--- src/rtl/axis2adi_pkg.sv ---
// Shared types and bit positions for the AXI-Stream to DAC-FIFO bridge.
package axis2adi_pkg;

   typedef enum logic [2:0] {
      ST_IDLE  = 3'd0,
      ST_ARM   = 3'd1,
      ST_RUN   = 3'd2,
      ST_DRAIN = 3'd3,
      ST_DONE  = 3'd4
   } state_t;

   localparam int CTRL_ENABLE    = 0;
   localparam int CTRL_WAIT_TRIG = 1;
   localparam int CTRL_CLR_STAT  = 2;

   localparam int STAT_BUSY        = 0;
   localparam int STAT_DONE        = 1;
   localparam int STAT_UNF         = 2;
   localparam int STAT_EARLY_TLAST = 3;
   localparam int STAT_LATE_TLAST  = 4;

endpackage

--- src/rtl/axis2adi_fifo.sv ---
// Synchronous FIFO of 2**AW words; full/empty come from pointers carrying an extra wrap bit.
module axis2adi_fifo #(
   parameter int W  = 64,
   parameter int AW = 4
) (
   input  logic         clk_i,
   input  logic         rst_ni,
   input  logic         flush_i,
   input  logic         push_i,
   input  logic [W-1:0] wdata_i,
   input  logic         pop_i,
   output logic [W-1:0] rdata_o,
   output logic         full_o,
   output logic         empty_o,
   output logic         one_o
);

   localparam logic [AW:0] PTR_ONE = {{AW{1'b0}}, 1'b1};

   logic [AW:0]  wr_ptr_q, wr_ptr_d;
   logic [AW:0]  rd_ptr_q, rd_ptr_d;
   logic [W-1:0] mem_q [2**AW];

   assign full_o  = (wr_ptr_q[AW] != rd_ptr_q[AW]) && (wr_ptr_q[AW-1:0] == rd_ptr_q[AW-1:0]);
   assign empty_o = (wr_ptr_q == rd_ptr_q);
   assign one_o   = ((wr_ptr_q - rd_ptr_q) == PTR_ONE);
   assign rdata_o = mem_q[rd_ptr_q[AW-1:0]];

   always_comb begin
      wr_ptr_d = wr_ptr_q;
      rd_ptr_d = rd_ptr_q;
      if (flush_i) begin
         wr_ptr_d = '0;
         rd_ptr_d = '0;
      end else begin
         if (push_i && !full_o)  wr_ptr_d = wr_ptr_q + PTR_ONE;
         if (pop_i  && !empty_o) rd_ptr_d = rd_ptr_q + PTR_ONE;
      end
   end

   always_ff @(posedge clk_i) begin
      if (!rst_ni) begin
         wr_ptr_q <= '0;
         rd_ptr_q <= '0;
      end else begin
         wr_ptr_q <= wr_ptr_d;
         rd_ptr_q <= rd_ptr_d;
      end
   end

   // Storage needs no reset: a word is only read after it has been written.
   always_ff @(posedge clk_i) begin
      if (push_i && !full_o && !flush_i) mem_q[wr_ptr_q[AW-1:0]] <= wdata_i;
   end

endmodule

--- src/rtl/axis2adi_conv.sv ---
// AXI-Stream slave feeding an ADI DAC FIFO: buffers a bounded transfer and hands words
// to the DAC core on its read strobe, with trigger gating, abort and sticky error flags.
module axis2adi_conv
   import axis2adi_pkg::*;
#(
   parameter int C_S_AXIS_TDATA_NUM_BYTES = 8,
   parameter int C_FIFO_DEPTH_LOG2        = 4
) (
   input  logic                                  AXIS_ACLK,
   input  logic                                  AXIS_ARESETN,
   input  logic                                  S_AXIS_TVALID,
   input  logic [8*C_S_AXIS_TDATA_NUM_BYTES-1:0] S_AXIS_TDATA,
   input  logic [C_S_AXIS_TDATA_NUM_BYTES-1:0]   S_AXIS_TSTRB,
   input  logic                                  S_AXIS_TLAST,
   output logic                                  S_AXIS_TREADY,
   output logic [8*C_S_AXIS_TDATA_NUM_BYTES-1:0] ddata,
   input  logic                                  dvalid,
   output logic                                  dunf,
   input  logic [31:0]                           ctrl,
   output logic [31:0]                           stat,
   input  logic [31:0]                           num_bytes,
   input  logic                                  trig,
   output state_t                                dbg_state_o
);

   localparam int unsigned NB = C_S_AXIS_TDATA_NUM_BYTES;
   localparam int          W  = 8 * C_S_AXIS_TDATA_NUM_BYTES;

   state_t       state_q, state_d;
   logic         en_q;
   logic [31:0]  len_q, len_d, cnt_q, cnt_d, cnt_next;
   logic [32:0]  len_round;
   logic [W-1:0] ddata_q, ddata_d;
   logic         dunf_q;
   logic [2:0]   sticky_q, sticky_d;

   logic         enable, wait_trig, clr_stat;
   logic         beat_acc, final_beat, dac_active, pop, underflow, abort;
   logic         fifo_full, fifo_empty, fifo_one;
   logic [W-1:0] fifo_head;
   logic         unused_ok;

   assign enable    = ctrl[CTRL_ENABLE];
   assign wait_trig = ctrl[CTRL_WAIT_TRIG];
   assign clr_stat  = ctrl[CTRL_CLR_STAT];
   assign unused_ok = ^{S_AXIS_TSTRB, ctrl[31:3]};

   // Round the byte count up to whole beats; 33 bits keeps the add from overflowing.
   assign len_round = (({1'b0, num_bytes} + 33'(NB - 1)) / 33'(NB)) * 33'(NB);

   assign S_AXIS_TREADY = (state_q == ST_RUN) && !fifo_full;
   assign beat_acc      = S_AXIS_TVALID && S_AXIS_TREADY;
   assign cnt_next      = cnt_q + 32'(NB);
   assign final_beat    = (cnt_next >= len_q);
   assign dac_active    = (state_q == ST_RUN) || (state_q == ST_DRAIN);
   assign pop           = dac_active && dvalid && !fifo_empty;
   assign underflow     = dac_active && dvalid && fifo_empty;
   assign abort         = !enable && ((state_q == ST_ARM) || (state_q == ST_RUN) || (state_q == ST_DRAIN));

   axis2adi_fifo #(
      .W  (W),
      .AW (C_FIFO_DEPTH_LOG2)
   ) u_fifo (
      .clk_i   (AXIS_ACLK),
      .rst_ni  (AXIS_ARESETN),
      .flush_i (abort),
      .push_i  (beat_acc),
      .wdata_i (S_AXIS_TDATA),
      .pop_i   (pop),
      .rdata_o (fifo_head),
      .full_o  (fifo_full),
      .empty_o (fifo_empty),
      .one_o   (fifo_one)
   );

   // RUN leaves on the accepting edge of the final beat, so TREADY never offers an extra beat.
   always_comb begin
      state_d = state_q;
      len_d   = len_q;
      cnt_d   = cnt_q;
      if (beat_acc) cnt_d = cnt_next;
      case (state_q)
         ST_IDLE: if (enable && !en_q) begin
            state_d = ST_ARM;
            len_d   = 32'(len_round);
            cnt_d   = '0;
         end
         ST_ARM: begin
            if (!enable)                    state_d = ST_IDLE;
            else if (len_q == '0)           state_d = ST_DONE;
            else if (!wait_trig || trig)    state_d = ST_RUN;
         end
         ST_RUN: begin
            if (!enable)                    state_d = ST_IDLE;
            else if (beat_acc && final_beat) state_d = ST_DRAIN;
         end
         ST_DRAIN: begin
            if (!enable)                          state_d = ST_IDLE;
            else if (fifo_empty || (pop && fifo_one)) state_d = ST_DONE;
         end
         ST_DONE: if (!enable) state_d = ST_IDLE;
         default: state_d = ST_IDLE;
      endcase
   end

   always_comb begin
      ddata_d = ddata_q;
      if (!dac_active)    ddata_d = '0;
      else if (pop)       ddata_d = fifo_head;
      else if (underflow) ddata_d = '0;
   end

   // A new event wins over a clear arriving in the same cycle.
   assign sticky_d = (sticky_q & {3{!clr_stat}})
                   | {beat_acc && !S_AXIS_TLAST && final_beat,
                      beat_acc &&  S_AXIS_TLAST && !final_beat,
                      underflow};

   always_ff @(posedge AXIS_ACLK) begin
      if (!AXIS_ARESETN) begin
         state_q  <= ST_IDLE;
         en_q     <= 1'b0;
         len_q    <= '0;
         cnt_q    <= '0;
         ddata_q  <= '0;
         dunf_q   <= 1'b0;
         sticky_q <= '0;
      end else begin
         state_q  <= state_d;
         en_q     <= enable;
         len_q    <= len_d;
         cnt_q    <= cnt_d;
         ddata_q  <= ddata_d;
         dunf_q   <= underflow;
         sticky_q <= sticky_d;
      end
   end

   always_comb begin
      stat                                  = '0;
      stat[STAT_BUSY]                       = (state_q == ST_ARM) || (state_q == ST_RUN) || (state_q == ST_DRAIN);
      stat[STAT_DONE]                       = (state_q == ST_DONE);
      stat[STAT_LATE_TLAST:STAT_UNF]        = sticky_q;
   end

   assign ddata       = ddata_q;
   assign dunf        = dunf_q;
   assign dbg_state_o = state_q;

endmodule

--- config.mk ---
export PLATFORM = sky130hd
export DESIGN_NAME = axis2adi_conv
export DESIGN_NICKNAME = d
export VERILOG_FILES = /design/src/rtl/axis2adi_pkg.sv /design/src/rtl/axis2adi_fifo.sv /design/src/rtl/axis2adi_conv.sv
export SDC_FILE = /design/constraint.sdc
export NUM_CORES = 1
export LEC_CHECK = 0
export ABC_CLOCK_PERIOD_IN_PS = 4600
export CAP_MARGIN = 25
export CORE_MARGIN = 5
export CORE_UTILIZATION = 55
export CTS_CLUSTER_SIZE = 24
export DETAILED_ROUTE_END_ITERATION = 7
export GPL_ROUTABILITY_DRIVEN = 0
export GPL_TIMING_DRIVEN = 1
export PLACE_DENSITY_LB_ADDON = 0.1
export SYNTH_ARGS = -nofsm -noshare
export SYNTH_HDL_FRONTEND = slang
export SYNTH_SLANG_ARGS = --single-unit
--- constraint.sdc ---
create_clock -name AXIS_ACLK -period 4.6 [get_ports AXIS_ACLK]
set_input_delay 0.92 -clock AXIS_ACLK [delete_from_list [all_inputs] [get_ports AXIS_ACLK]]
set_output_delay 0.92 -clock AXIS_ACLK [all_outputs]
set_load 0.005 [all_outputs]
==> results of run 1 <==
## power by group through the flow
stage | clock, mW | combinational [mW] | sequential (mW)
global placement | 0 | 0.380 | 11.8
finish | 9.46 | 0.409 | 11.6
CTS | 9.65 | 0.403 | 11.6
floorplan | 0 | 0.161 | 11.8
detailed placement | 0 | 0.401 | 11.8
global route | 10.1 | 0.452 | 11.6
## routing by layer
layer	share of wire	GRT usage	vias up
met5	0.00072	0	-
met4	0.017	0.0505	10
met3	0.065	0.0430	130
met2	0.50	0.385	764
met1	0.41	0.318	12012
li1	-	-	9897
## sequential cells by signal (all words and copies together) (netlist names), named ones only
signal	cells
u_fifo.rd_ptr_q	5
len_q	29
u_fifo.wr_ptr_q	5
dunf	1
sticky_q	3
en_q	1
ddata	64
dbg_state_o	3
cnt_q	29
u_fifo.mem_q	1024
## critical path, cell delays in order (launching register included)
cell	delay (ns)
dfxtp_1	0.53
ha_1	0.38
and4_1	0.28
a211oi_1	0.38
clkdlybuf4s50_1	0.61
## final timing paths
kind                       from        endpoint  slack, ns  cells after the start
max          u_fifo.wr_ptr_q[2]   S_AXIS_TREADY       0.84                      4
min                    cnt_q[4]        cnt_q[4]       0.48                      2
max reg2reg            cnt_q[3]  dbg_state_o[0]       0.88                     13
min reg2reg            cnt_q[4]        cnt_q[4]       0.48                      2
## through the flow
stage | hold WS (ns) | area (sq um) | power (mW) | utilization
global placement | 0.442 | 49300 | 12.2 | 0.598
finish | 0.475 | 53200 | 21.4 | 0.646
floorplan | 0.448 | 45900 | 11.9 | -
detailed placement | 0.470 | 49300 | 12.2 | 0.598
global route | 0.502 | 53200 | 22.1 | 0.646
CTS | 0.478 | 53200 | 21.6 | 0.645
## cells in the final DEF (no fill, tap or decap), types with 6 or more instances in the layout
cell / synthesis / final
nor4_1: 9 / 9
and4_1: 9 / 9
xor2_1: 41 / 41
clkbuf_1: 63 / 24
inv_1: 40 / 40
conb_1: 1 / 27
and2_1: 22 / 6
clkbuf_16: 0 / 117
or3_1: 11 / 11
nor2_1: 141 / 140
and2_4: 0 / 16
nor3_1: 11 / 11
bufinv_16: 0 / 12
a211oi_1: 13 / 13
edfxtp_1: 1024 / 1024
xnor2_1: 40 / 40
ha_1: 39 / 39
buf_4: 42 / 41
clkbuf_8: 0 / 13
nand3_1: 20 / 20
a22oi_1: 65 / 65
clkinv_1: 1 / 19
dfxtp_1: 144 / 140
nand4_1: 21 / 21
a21oi_1: 43 / 43
and3_1: 6 / 6
buf_12: 0 / 32
o21ai_0: 33 / 33
nand2_1: 65 / 64
clkdlybuf4s50_1: 0 / 178
mux4_2: 320 / 320
clkinv_2: 0 / 22
## cell type report
| cell class | instances | area, sq um |
|---|---|---|
| Antenna cell | 1 | 2.50 |
| Clock buffer | 154 | 3200 |
| Clock inverter | 65 | 669 |
| Fill cell | 5439 | 29200 |
| Inverter | 41 | 154 |
| Multi-Input combinational cell | 986 | 11400 |
| Sequential cell | 1168 | 33600 |
| Tap cell | 1070 | 1340 |
| Timing Repair Buffer | 252 | 2760 |
## cell families (layout without fill, tap and decap cells)
family	after synthesis	count (layout)	share of synthesized area
AO/OA/AOI/OAI	177	177	0.0257
multiplexers	321	321	0.158
buffers and inverters	181	512	0.0195
other	1	28	0.0000819
XOR/XNOR	82	82	0.0158
adder cells (fa/ha/maj)	40	40	0.0111
flip-flops	1168	1168	0.734
AND/OR/NAND/NOR	339	339	0.0358
==> tab_implementation.tex, run 1 <==
\begin{tabular}{lr}
\hline
Metric & Value \\
\hline
\multicolumn{2}{l}{\textbf{Clock network}} \\
\quad Clock network latency to the later pin of the worst-skew pair & between 0.6 and 0.7 ns \\
\quad Number of buffers added for setup after CTS & 0 \\
\quad TritonCTS sink count & approximately 1200 \\
\quad Cts-stage hold buffer count & 0 \\
\quad TritonCTS clock tree & yes \\
\quad Clock buffer count from CTS & 115 \\
\quad CTS HTree Levels & 3 \\
\quad Maximum number of buffers from clock root to sink & 3 \\
\quad Number of resized instances in the post-cts repair step & 0 \\
\quad Clock root buffer & clkbuf\_16 \\
\quad Clock transition at the registers of the reported paths & about 0.060 ns \\
\multicolumn{2}{l}{\textbf{Global route}} \\
\quad Vias in the first global route & roughly 24000 \\
\quad Total congestion overflow after global routing & 0 \\
\quad First-pass GRT wire length & between 150 and 200 mm \\
\quad Global Route Usage Sum & 0.229 \\
\quad Largest net degree at the start of global routing & 52 \\
\quad Number of antenna violations at the first check in global routing & 7 \\
\multicolumn{2}{l}{\textbf{Critical path}} \\
\quad Data required time at the worst endpoint & around 3.7 ns \\
\quad Maximum net fanout on the critical path & 8 \\
\quad Worst path arrival time & 2.84 ns \\
\quad Sort of element at the end of the critical path & output port \\
\quad Startpoint kind of the worst setup timing path & flop \\
\quad Critical Setup Path Class & flop to output port \\
\multicolumn{2}{l}{\textbf{STA}} \\
\quad Achievable Freq & 266 MHz \\
\quad Measured slew at the worst slew-check pin & roughly 0.98 ns \\
\quad Setup violators final & 0 \\
\quad Final hold violation count & 0 \\
\quad Setup clock skew after layout & 0.0252 ns \\
\quad Total negative slack for setup checks & 0 ns \\
\quad Final critical-path share of the clock period & 0.818 \\
\quad RSZ-0062 raised after global routing & no \\
\quad Count of pins over their slew limit & 0 \\
\quad Slew Limit Headroom & 0.344 \\
\quad Final worst setup slack & 0.838 ns \\
\quad Final worst path period need & around 3.8 ns \\
\multicolumn{2}{l}{\textbf{Floorplan}} \\
\quad Number of primary I/O pins & 243 \\
\quad Standard-cell rows & approximately 110 \\
\quad Die Ht & approximately 300 microns \\
\quad Core outline area & 0.0824 sq mm \\
\quad Area of the die & between 0.08 and 0.09 sq mm \\
\quad Effective utilization at floorplan & 0.556 \\
\quad Width of the die & about 300 microns \\
\multicolumn{2}{l}{\textbf{Cells and area}} \\
\quad Fraction of final layout cells sized beyond drive strength 1 & 0.227 \\
\quad Synthesis-to-layout area growth & 16.1\% \\
\quad Post-route insts no fill & roughly 3700 \\
\quad Number of nets at the end of the flow & around 2700 \\
\multicolumn{2}{l}{\textbf{Synth}} \\
\quad Post-synth top area share & 0.671 \\
\quad Commonest cells post-synth & edfxtp\_1 (1024), mux4\_2 (320), dfxtp\_1 (144), nor2\_1 (141) \\
\quad Avg Cell Area, Syn & roughly 20 sq um \\
\quad Synth Instances & 2309 \\
\quad Asr flop ratio synth & 0 \\
\quad Part of the Yosys area used for sequential elements & 0.734 \\
\quad Post-synthesis cell area & approximately 0.046 sq mm \\
\quad Count of flip-flops with a built-in enable after synthesis & just over 1000 \\
\quad Main flop type after synthesis & edfxtp\_1 \\
\quad Dominant cell by count in the synthesized netlist & edfxtp\_1 \\
\quad Flip-flop and latch count after synthesis & around 1200 \\
\quad Synth Warn \# & 0 \\
\quad Number of distinct library cells after synthesis & 62 \\
\quad Cell types occupying the most area after synthesis & edfxtp\_1 (67\%), mux4\_2 (16\%), dfxtp\_1 (6.3\%) \\
\quad Cell type with the highest aggregate area in the netlist & edfxtp\_1 \\
\multicolumn{2}{l}{\textbf{Detailed routing}} \\
\quad Pre-antenna DRT Iters & 5 \\
\quad Total DRC errors in the routed layout & 0 \\
\quad Routed length per placed instance & 27.4 microns \\
\quad Via-to-Cell Ratio & 6.10 \\
\quad Total via count after detailed routing & 22813 \\
\quad Sum of routed wire length over all layers & approximately 100 mm \\
\quad DR iter-0 viols & 1919 \\
\quad Number of nets with antenna violations after routing & 0 \\
\multicolumn{2}{l}{\textbf{Placement}} \\
\quad Detail Placement HPWL & 57.3 mm \\
\quad Instance count after placement with tap cells included & 3516 \\
\quad Buffers on Ports & 178 \\
\quad Pre-CTS setup slack & approximately 0.79 ns \\
\multicolumn{2}{l}{\textbf{Power}} \\
\quad Sw power & $\sim$4.2 mW \\
\quad Pwr per Cell Area & 403 mW/mm\^{}2 \\
\quad Clock power share & 0.441 \\
\quad Internal Pwr Total & around 17 mW \\
\quad Static Leakage & approximately 16 nW \\
\quad Worst vdd ir & approximately 300 uV \\
\quad Proportion of total power due to net switching & 0.195 \\
\quad Gate power share & 0.019 \\
\quad Fraction of power consumed by sequential logic & 0.540 \\
\multicolumn{2}{l}{\textbf{Job}} \\
\quad Maxcap violations & 0 \\
\multicolumn{2}{l}{\textbf{Min path}} \\
\quad Hold Crit Class & flop to flop \\
\multicolumn{2}{l}{\textbf{Run status}} \\
\quad Result of the run & completed \\
\hline
\end{tabular}
Note: power is estimated with default switching activity, not from simulation.
==> run 2, diff against run 1 <==
Settings changed: ABC_CLOCK_PERIOD_IN_PS 4600 to 3700.
Clock period 4.6 ns to 3.7 ns, I/O delays scaled along.
==> tab_implementation.tex, run 2 (synthesized netlist as in run 1, its figures left out) <==
\begin{tabular}{lr}
\hline
Metric & Value \\
\hline
\multicolumn{2}{l}{\textbf{STA}} \\
\quad Final hold violation count & 0 (unchanged) \\
\quad Measured slew at the worst slew-check pin & 1.05 ns (was 0.975 ns) \\
\quad Total negative slack for setup checks & 0 ns (unchanged) \\
\quad Hold\_ws & 0.461 ns (was 0.475 ns) \\
\quad Setup clock skew after layout & 0.0262 ns (was 0.0252 ns) \\
\quad Setup violators final & 0 (unchanged) \\
\quad Count of pins over their slew limit & 0 (unchanged) \\
\quad Final critical-path share of the clock period & 0.957 \\
\quad Achievable Freq & 283 MHz \\
\quad Slew Limit Headroom & 0.293 (was 0.344) \\
\quad RSZ-0062 raised after global routing & no (unchanged) \\
\quad Final worst path period need & around 3.5 ns \\
\multicolumn{2}{l}{\textbf{Global route}} \\
\quad Number of antenna violations at the first check in global routing & 10 (was 7) \\
\quad First-pass GRT wire length & 154 mm (was 153 mm) \\
\quad Largest net degree at the start of global routing & 78 (was 52) \\
\quad Total congestion overflow after global routing & 0 (unchanged) \\
\quad Vias in the first global route & 23796 (was 23625) \\
\quad Global Route Usage Sum & 0.232 (was 0.229) \\
\multicolumn{2}{l}{\textbf{Power}} \\
\quad Proportion of total power due to net switching & 0.196 (was 0.195) \\
\quad Sw power & 5.18 mW (was 4.19 mW) \\
\quad Gate power share & 0.019 (about the same) \\
\quad Power, Total & 26.5 mW (was 21.4 mW) \\
\quad Internal Pwr Total & 21.3 mW (was 17.2 mW) \\
\quad Clock power share & 0.438 (was 0.441) \\
\quad Pwr per Cell Area & 496 mW/mm\^{}2 (was 403 mW/mm\^{}2) \\
\quad Static Leakage & 16.5 nW (was 16.4 nW) \\
\quad Worst vdd ir & 435 uV (was 296 uV) \\
\quad Fraction of power consumed by sequential logic & 0.543 (was 0.540) \\
\multicolumn{2}{l}{\textbf{Clock network}} \\
\quad Clock network latency to the later pin of the worst-skew pair & 0.68 ns (was 0.67 ns) \\
\quad Clock transition at the registers of the reported paths & 0.06 ns (about the same) \\
\quad Clock root buffer & clkbuf\_16 (unchanged) \\
\quad Maximum number of buffers from clock root to sink & 3 (unchanged) \\
\quad TritonCTS clock tree & yes (unchanged) \\
\quad Cts-stage hold buffer count & 0 (unchanged) \\
\quad CTS HTree Levels & 3 (unchanged) \\
\quad Number of buffers added for setup after CTS & 0 (unchanged) \\
\quad TritonCTS sink count & 1168 (unchanged) \\
\quad Clock buffer count from CTS & 116 (was 115) \\
\multicolumn{2}{l}{\textbf{Min path}} \\
\quad Number of instances on the worst hold path & 2 (unchanged) \\
\quad Hold Crit Class & flop to flop (unchanged) \\
\multicolumn{2}{l}{\textbf{Floorplan}} \\
\quad Area of the die & 0.0891 sq mm (unchanged) \\
\quad Standard-cell rows & 105 (unchanged) \\
\quad Width of the die & 299 microns (unchanged) \\
\quad Core outline area & 0.0824 sq mm (unchanged) \\
\quad Effective utilization at floorplan & 0.556 (unchanged) \\
\quad Die Ht & 299 microns (unchanged) \\
\quad Number of primary I/O pins & 243 (unchanged) \\
\multicolumn{2}{l}{\textbf{Critical path}} \\
\quad Critical Setup Path Class & flop to output port (unchanged) \\
\quad Startpoint kind of the worst setup timing path & flop (unchanged) \\
\quad List of cells traversed by the critical path & ha\_1 > and4\_1 > a211oi\_2 > clkdlybuf4s50\_1 (was ha\_1 > and4\_1 > a211oi\_1 > clkdlybuf4s50\_1) \\
\quad Depth of the worst register-to-register path & 7 (was 13) \\
\quad Cell with the largest stage delay on the worst path & clkdlybuf4s50\_1 (unchanged) \\
\quad Sort of element at the end of the critical path & output port (unchanged) \\
\quad Maximum net fanout on the critical path & 8 (unchanged) \\
\quad Data required time at the worst endpoint & 2.96 ns (was 3.68 ns) \\
\quad Worst path arrival time & 2.80 ns (was 2.84 ns) \\
\quad Max incr delay on CP & 0.58 ns (was 0.61 ns) \\
\multicolumn{2}{l}{\textbf{Cells and area}} \\
\quad Synthesis-to-layout area growth & 16.7\% (was 16.1\%) \\
\quad Max FFs per register & 1024 (unchanged) \\
\quad Top library cells by usage in the layout, fill and taps aside & edfxtp\_1 (1024), mux4\_2 (320), clkdlybuf4s50\_1 (178) (unchanged) \\
\quad Multi-input combinational cell area & 0.0114 sq mm (about the same) \\
\quad Number of nets at the end of the flow & 2754 (was 2746) \\
\quad Register area & 0.0336 sq mm (unchanged) \\
\quad Number of fillers in the final layout & 5479 (was 5439) \\
\quad Fraction of final layout cells sized beyond drive strength 1 & 0.230 (was 0.227) \\
\quad Post-route insts no fill & 3750 (was 3737) \\
\quad Leading cell type in the layout, fill and taps excluded & edfxtp\_1 (unchanged) \\
\multicolumn{2}{l}{\textbf{Placement}} \\
\quad Detail Placement HPWL & 57.4 mm (was 57.3 mm) \\
\quad Instance count after placement with tap cells included & 3524 (was 3516) \\
\quad Buffers on Ports & 178 (unchanged) \\
\multicolumn{2}{l}{\textbf{Detailed routing}} \\
\quad Via-to-Cell Ratio & 6.08 (was 6.10) \\
\quad Pre-antenna DRT Iters & 5 (unchanged) \\
\quad Number of nets with antenna violations after routing & 0 (unchanged) \\
\quad DR iter-0 viols & 2088 (was 1919) \\
\quad Routed length per placed instance & 27.5 microns (was 27.4 microns) \\
\quad Total DRC errors in the routed layout & 0 (unchanged) \\
\quad Total via count after detailed routing & 22785 (was 22813) \\
\quad Sum of routed wire length over all layers & 103 mm (was 102 mm) \\
\multicolumn{2}{l}{\textbf{Job}} \\
\quad Maxcap violations & 0 (unchanged) \\
\multicolumn{2}{l}{\textbf{Run status}} \\
\quad Result of the run & completed (unchanged) \\
\hline
\end{tabular}
==> run 2: power groups by stage <==
stage	clock (mW)	combinational [mW]	sequential (mW)
5_1_grt	12.4	0.560	14.4
3_3_place_gp	0	0.476	14.7
6_report	11.6	0.507	14.4
4_1_cts	11.8	0.507	14.4
2_1_floorplan	0	0.200	14.6
3_5_place_dp	0	0.505	14.7
==> run 2: path summary, 6_finish.rpt <==
check,from,end,slack (ns)
max reg2reg,u_fifo.wr_ptr_q[2],u_fifo.mem_q[2][4],0.28
min reg2reg,sticky_q[0],sticky_q[0],0.46
max,u_fifo.wr_ptr_q[2],S_AXIS_TREADY,0.16
min,sticky_q[0],sticky_q[0],0.46
==> run 2: critical path: cells and delay by family (launching register included) <==
kind                     cells  cell delay, ns
buffers and inverters        1            0.58
AO/OA/AOI/OAI                1            0.38
flip-flops                   1            0.53
AND/OR/NAND/NOR              1            0.28
adder cells (fa/ha/maj)      1            0.37
==> run 2: layer usage <==
layer,vias to the layer above,track usage,part of all wire
met5,-,0,0.00040
met4,6,0.0592,0.024
met3,156,0.0441,0.067
met2,775,0.392,0.51
met1,11963,0.317,0.40
li1,9885,-,-
==> run 2: final cells by class <==
| cell class | instances | share of cell area |
|---|---|---|
| multi-input combinational | 986 | 0.214 |
| sequential | 1168 | 0.630 |
| antenna | 6 | 0.000281 |
| tap | 1070 | 0.0250 |
| clock inverter | 56 | 0.00915 |
| clock buffer | 164 | 0.0625 |
| timing repair buffer | 259 | 0.0567 |
| inverter | 41 | 0.00288 |
==> run 2: stage by stage <==
| stage | area, sq um | utilization | worst slack, ns |
|---|---|---|---|
| finish | 53400 | 0.649 | 0.160 |
| global route | 53400 | 0.649 | 0.0314 |
| CTS | 53400 | 0.649 | 0.150 |
| detailed placement | 49600 | 0.602 | 0.192 |
| global placement | 49600 | 0.602 | 0.262 |
| floorplan | 45900 | - | 0.380 |
==> run 2: repair_timing <==
action	CTS	global route
resized for setup	1	1
endpoints found under the setup margin	1	3
gates cloned	0	0
